--- src/rtl/multicycle_ctrl.sv ---
`default_nettype none
// ============================================================================
// Module   : multicycle_ctrl
// Purpose  : Multi-cycle control FSM for the 8-bit datapath, with a memory
//            ready/timeout handshake and a retired-instruction counter.
// Revision : 1.0 - initial release
// ============================================================================
module multicycle_ctrl #(
    parameter int TIMEOUT = 15,
    parameter int CNT_W   = 8
) (
    input  logic             Clk,
    input  logic             Clear,
    input  logic             Run,
    input  logic [7:0]       Instr,
    input  logic             MemReady,
    output logic             IRWrite,
    output logic             PCWrite,
    output logic             PCSrc,
    output logic             IorD,
    output logic             MemRead,
    output logic             MemWrite,
    output logic             ALUSrc,
    output logic             RegDst,
    output logic             RegWrite,
    output logic             MemToReg,
    output logic [3:0]       State,
    output logic             Busy,
    output logic             Err,
    output logic [CNT_W-1:0] InstrCount
);

    typedef enum logic [3:0] {
        S_IDLE   = 4'd0,
        S_FETCH  = 4'd1,
        S_DECODE = 4'd2,
        S_EXEC_R = 4'd3,
        S_WB_R   = 4'd4,
        S_ADDR   = 4'd5,
        S_MEM_RD = 4'd6,
        S_WB_M   = 4'd7,
        S_MEM_WR = 4'd8,
        S_JUMP   = 4'd9,
        S_ERROR  = 4'd10
    } state_t;

    localparam logic [7:0] c_timeout = 8'(TIMEOUT);

    state_t           r_state;
    logic [7:0]       r_wait;
    logic             r_err;
    logic [CNT_W-1:0] r_count;

    logic w_mem_state;
    logic w_timeout;
    logic w_retire;
    logic w_unused_instr;

    assign w_unused_instr = &{1'b0, Instr[5:0]};

    assign w_mem_state = (r_state == S_FETCH) || (r_state == S_MEM_RD) ||
                         (r_state == S_MEM_WR);
    assign w_timeout   = (r_wait == c_timeout) && !MemReady;
    assign w_retire    = (r_state == S_WB_R) || (r_state == S_WB_M) ||
                         (r_state == S_JUMP) ||
                         ((r_state == S_MEM_WR) && MemReady);

    always_ff @(posedge Clk) begin
        if (Clear) begin
            r_state <= S_IDLE;
            r_wait  <= '0;
            r_err   <= 1'b0;
            r_count <= '0;
        end else begin
            if (w_retire)
                r_count <= r_count + 1'b1;

            // Wait counter only runs while a memory request is outstanding;
            // holding it at zero elsewhere gives a clean start on every entry.
            if (w_mem_state && !MemReady && !w_timeout)
                r_wait <= r_wait + 8'd1;
            else
                r_wait <= '0;

            if (w_mem_state && w_timeout)
                r_err <= 1'b1;

            case (r_state)
                S_IDLE:   if (Run) r_state <= S_FETCH;
                S_FETCH: begin
                    if (MemReady)       r_state <= S_DECODE;
                    else if (w_timeout) r_state <= S_ERROR;
                end
                S_DECODE: begin
                    case (Instr[7:6])
                        2'b00:   r_state <= S_EXEC_R;
                        2'b11:   r_state <= S_JUMP;
                        default: r_state <= S_ADDR;
                    endcase
                end
                S_EXEC_R: r_state <= S_WB_R;
                S_ADDR:   r_state <= (Instr[7:6] == 2'b10) ? S_MEM_WR : S_MEM_RD;
                S_MEM_RD: begin
                    if (MemReady)       r_state <= S_WB_M;
                    else if (w_timeout) r_state <= S_ERROR;
                end
                S_MEM_WR: begin
                    if (MemReady)       r_state <= Run ? S_FETCH : S_IDLE;
                    else if (w_timeout) r_state <= S_ERROR;
                end
                S_WB_R, S_WB_M, S_JUMP: r_state <= Run ? S_FETCH : S_IDLE;
                S_ERROR:  r_state <= S_ERROR;
                default:  r_state <= S_IDLE;
            endcase
        end
    end

    always_comb begin
        IRWrite  = 1'b0;
        PCWrite  = 1'b0;
        PCSrc    = 1'b0;
        IorD     = 1'b0;
        MemRead  = 1'b0;
        MemWrite = 1'b0;
        ALUSrc   = 1'b0;
        RegDst   = 1'b0;
        RegWrite = 1'b0;
        MemToReg = 1'b0;
        case (r_state)
            S_FETCH: begin
                MemRead = 1'b1;
                IRWrite = MemReady;
                PCWrite = MemReady;
            end
            S_WB_R: begin
                RegWrite = 1'b1;
                RegDst   = 1'b1;
            end
            S_ADDR:   ALUSrc = 1'b1;
            S_MEM_RD: begin
                MemRead = 1'b1;
                IorD    = 1'b1;
                ALUSrc  = 1'b1;
            end
            S_WB_M: begin
                RegWrite = 1'b1;
                MemToReg = 1'b1;
            end
            S_MEM_WR: begin
                MemWrite = 1'b1;
                IorD     = 1'b1;
                ALUSrc   = 1'b1;
            end
            S_JUMP: begin
                PCWrite = 1'b1;
                PCSrc   = 1'b1;
            end
            default: ;
        endcase
    end

    assign State      = r_state;
    assign Busy       = (r_state != S_IDLE) && (r_state != S_ERROR);
    assign Err        = r_err;
    assign InstrCount = r_count;

endmodule
`default_nettype wire
--- config.mk ---
export PLATFORM = sky130hd
export DESIGN_NAME = multicycle_ctrl
export DESIGN_NICKNAME = d
export VERILOG_FILES = /design/src/rtl/multicycle_ctrl.sv
export SDC_FILE = /design/constraint.sdc
export NUM_CORES = 1
export LEC_CHECK = 0
export CORE_ASPECT_RATIO = 1.4
export CORE_MARGIN = 4
export CORE_UTILIZATION = 47
export CTS_BUF_LIST = sky130_fd_sc_hd__clkbuf_8 sky130_fd_sc_hd__clkbuf_16
export DETAILED_ROUTE_END_ITERATION = 12
export MAX_ROUTING_LAYER = met4
export PLACE_DENSITY = 0.9
export SLEW_MARGIN = 0
export SYNTH_ARGS = -nofsm -noshare
export SYNTH_HDL_FRONTEND = slang
export SYNTH_SLANG_ARGS = --single-unit
export TNS_END_PERCENT = 20
--- constraint.sdc ---
create_clock -name Clk -period 2 [get_ports Clk]
set_clock_uncertainty 0.15 [all_clocks]
set_input_delay 0.2 -clock Clk [delete_from_list [all_inputs] [get_ports Clk]]
set_output_delay 0.2 -clock Clk [all_outputs]
set_load 0.05 [all_outputs]
# Yosys cells after proc, flatten, opt, wreduce, memory -nomap -nowiden
# Index checks and enable logic that the tools add are counted.
# Widths: inputs -> output; s select.
[totals]
ff_bits = 21
latch_bits = 0
ramBits = 0
rom_bits = 0
output_inout_bits = 24
n_memories = 0
[classes]
n_addsub = 2
mul = 0
div = 0
n_lt_le_gt_ge = 0
n_eq_ne = 15
shift = 0
mux = 19
bitwise_logic = 1
reduce_logical = 22
[ops]
columns = ["cell", "n"]
rows = [
  ["$pmux 4 s9", 1],
  ["$mux 4", 6],
  ["$add 8x1->8 const B", 2],
  ["$eq 4x3->1 const B", 4],
  ["$eq 4x4->1 const B", 3],
  ["$mux 1", 10],
  ["$eq 4x2->1 const B", 2],
  ["$eq 8x4->1 const B", 1],
  ["$pmux 4 s2", 1],
  ["$reduce_or 2->1", 4],
  ["$logic_and 1x1->1", 6],
  ["$reduce_or 3->1", 2],
  ["$logic_or 1x1->1", 5],
  ["$eq 2x2->1 const B", 2],
  ["$eq 4x1->1 const B", 1],
  ["$logic_not 4->1", 1],
  ["$ne 4x4->1 const B", 1],
  ["$reduce_bool 4->1", 1],
  ["$logic_not 1->1", 2],
  ["$logic_not 2->1", 1],
  ["$ne 2x2->1 const B", 1],
  ["$pmux 1 s2", 1],
  ["$not 1->1", 1],
]

# Logic depth before layout (Yosys ltp)
[logic_depth]
depth_word = 7
mapped_depth = 6
depth_no_buf = 5

# Least setup slack after synthesis
# No wires, ideal clock.
[synth_path]
path_kind = "reg-to-output"
from = "register r_state[0] (netlist: State[0])"
to = "output PCWrite"
arrival_time_ps = 2425
required_time_ps = 1650
slack_ps = -775
stages_incl_launch_ff = 6
path_buffers = 2
path_cell_list = "dfxtp_1 -> buf_2 -> buf_1 -> nand2_1 -> nor2_1 -> or2_2"
[synth_via]
elab_chain_len = 2
elab_cells_between_ends = 3
classes_between = "2 x eq/ne; 1 x mux"
[synth_lines]
columns = ["item", "line", "text"]
rows = [
  ["start, declared", "49", "state_t r_state;"],
  ["start signal, assigned", "102", "S_ADDR: r_state <= (Instr[7:6] == 2'b10) ? S_MEM_WR : S_MEM_RD;"],
  ["start signal, assigned", "108", "if (MemReady) r_state <= Run ? S_FETCH : S_IDLE;"],
  ["start signal, assigned", "111", "S_WB_R, S_WB_M, S_JUMP: r_state <= Run ? S_FETCH : S_IDLE;"],
  ["$eq 4x4->1 / $eq 4x1->1 (equally long branches)", "129", "case (r_state)"],
  ["$pmux 1 s2 *", "129", ""],
  ["end, declared", "18", "output logic PCWrite,"],
]
# Mark *: on every way between the ends. The rest lies on a longest branch, timed or not.

# Worst setup path after layout
[layout_path]
from = "register r_state[3] (netlist: State[3])"
to = "output PCWrite"
# The elaborated chain is that of the path after synthesis.

==> metrics.cfg <==
[status]
status=finished, final reports clean

[floorplan]
die_w_um=52.1
initial_core_util=0.489
num_rows=22
die_y_um=69.7
io-pin-count=36
core_area_sq_um=2620
dieArea_sq_um=3630

[setup_path]
path_class=flop to primary output
crit_slowest_cell=dfxtp_4
r2r-end=InstrCount[5]$_SDFFE_PP0P_
cpLargestDelayFamily=simple AND/OR/NAND/NOR gates
reg2reg_slack_ns=0.14
rr_worst_depth=5
path_depth=4
start_kind=flop
crit_required_ns=1.65
crit_fanout=20
worstPathCellList=and2b_1 > and3_1 > or2_4 > buf_12
r2r_start=State[3]$_SDFFE_PP0P_
crit_arrival_ns=1.57
critPathMaxStageDelay_ns=0.48
crit_buf_inv=1
critPathCaptureType=primary output

[cts]
cts_sinks=21
cts_htree_levels=1
postCtsSetupRepairBufs=0
cts_tree=built
clkTransAtPathRegs_ns=0.08
clk_latency_ns=0.26
cts_buffer_depth=2
cts-buffers-inserted=3
cts_root_buf=clkbuf_8

[sta]
min_period_ns=1.92
hold_slack_ns=0.304
worstMarginPinSlew_ns=0.503
fin_setup_tns_ns=0
slew-limit-headroom=0.664
rsz0062_at_grt=no
post-route-period-util=0.960
maxSlewViolCount=0
hold_viol=0
setup_violations=0
max_freq_mhz=521
fin_ws_ns=0.0808

[synth]
syn_avg_cell_area_sq_um=8.14
syn_inst=157
ys_ff_latch=21
synth_edf_count=0
synthArstFlopShare=0
synthFlopType=dfxtp_1
synth.distinct_cells=43
ys.warnings.count=0
syn_area_sq_um=1280
syn_nets=174
seq_area_frac_synth=0.329

[grt]
antenna_found_initial=0
grt-ovfl-total=0
grt_pass1_wl_mm=4.87
track_usage=0.175
grt_max_degree=21
grt_pass1_vias=1135

[min_path]
hold_start=r_wait[0]$_SDFF_PP0_
hold_path_end=r_wait[0]$_SDFF_PP0_
hp-class=flop to flop
min_path_cells=1

[detailed_routing]
drc=0
wl_per_cell_um=13.3
vias_per_cell=5.49
vias=1218
drt_iter0_markers=19
drtPass1Iterations=4
finalWirelength_mm=2.95
antenna_left=0

[power]
max-vdd-ir-drop_v=0.000437
p_leak_nw=0.672
finalPower_uw=915
p_per_area_nw_per_um2=517

[finish]
final_util=0.677
stdcell_count=222
area_growth_pct=38.5
final_nets=204
antenna-diode-count=0
drive_gt1_frac=0.226
stdcell_area_sq_um=1770
num-fill-cells=191

[place]
hpwl_mm=2.26
post-place-ws_ns=0.137
port_buffers=29
dp.cells=218
placed_area_sq_um=1720
gp_congestion=0.815

[flow_run]
maxCapViolations=0

## power breakdown
part           internal [mW]  switching [mW]
Combinational         0.0840           0.111
Clock                  0.142           0.140
Sequential             0.423          0.0159
## per-layer routing
metal | global-route usage | wire [um]
met3 | 0.0237 | 97
met2 | 0.309 | 1610
met4 | 0.0816 | 47
met1 | 0.183 | 1190
met5 | - | 0
## how the worst max path moves through the flow
stage,startpoint,to,slack (ns)
floorplan,State[3]$_SDFFE_PP0P_,InstrCount[2]$_SDFFE_PP0P_,-0.19
global placement,MemReady,InstrCount[1]$_SDFFE_PP0P_,0.15
detailed placement,MemReady,InstrCount[1]$_SDFFE_PP0P_,0.14
CTS,State[1]$_SDFFE_PP0P_,PCWrite,0.003
global route,State[0]$_SDFFE_PP0P_,ALUSrc,0.01
finish,State[3]$_SDFFE_PP0P_,PCWrite,0.08
## synthesized netlist by cell type (all sizes together), types with 2 or more instances
master / count / area (sq um)
dfxtp: 21 / 420
nor2: 19 / 71.3
o21ai: 12 / 60.1
a21oi: 10 / 50.1
nand2: 8 / 30.0
nand3: 7 / 35.0
or3: 7 / 43.8
nor3: 6 / 35.0
buf: 5 / 36.3
clkbuf: 5 / 18.8
ha: 5 / 62.6
inv: 5 / 18.8
xnor2: 5 / 43.8
nand2b: 4 / 25.0
or2: 4 / 25.0
xor2: 4 / 35.0
a31oi: 3 / 18.8
nor2b: 3 / 18.8
and4: 2 / 17.5
nand4bb: 2 / 22.5
nor3b: 2 / 15.0
or4: 2 / 18.8
## cells by family after synthesis
family	share of synthesized area
compound gates	0.167
flops	0.329
fa+ha+maj	0.0489
mux	0.00783
buf+inv	0.0577
simple gates	0.328
xor+xnor	0.0616
## what timing repair did
action / CTS / global route
hold buffers: 0 / 0
resized for setup: 0 / 3
endpoints found under the setup margin: 0 / 2
## cells in the final DEF (no fill, tap or decap), types with 2 or more instances in the layout
cell type and n:
nor2_1 18, dfxtp_1 17, clkdlybuf4s50_1 14, buf_4 11, a21oi_1 10, o21ai_0 10
buf_12 10, nand2_1 8, or3_1 7, nand3_1 7, inv_1 5, xnor2_1 5
nor3_1 5, ha_1 5, nand2b_1 4, xor2_1 4, nor2b_1 3, a31oi_1 3
clkbuf_8 3, dfxtp_4 2, dfxtp_2 2, or2_4 2, nor3b_1 2, or2_2 2
nand4bb_1 2, o21ai_2 2, and4_1 2
## state kept, by name, indices dropped and copies added (netlist names)
register    flops
State           4
InstrCount      8
Err             1
r_wait          8
## cell type report
| type | count | area [sq um] | area share |
|---|---|---|---|
| clock buffer | 3 | 41.3 | 0.0233 |
| multi-input combinational | 121 | 806 | 0.455 |
| clock inverter | 1 | 6.26 | 0.00353 |
| inverter | 5 | 18.8 | 0.0106 |
| timing repair buffer | 35 | 423 | 0.239 |
| tap | 36 | 45.0 | 0.0254 |
| sequential | 21 | 430 | 0.243 |
Power figures use the tool's default switching activity.
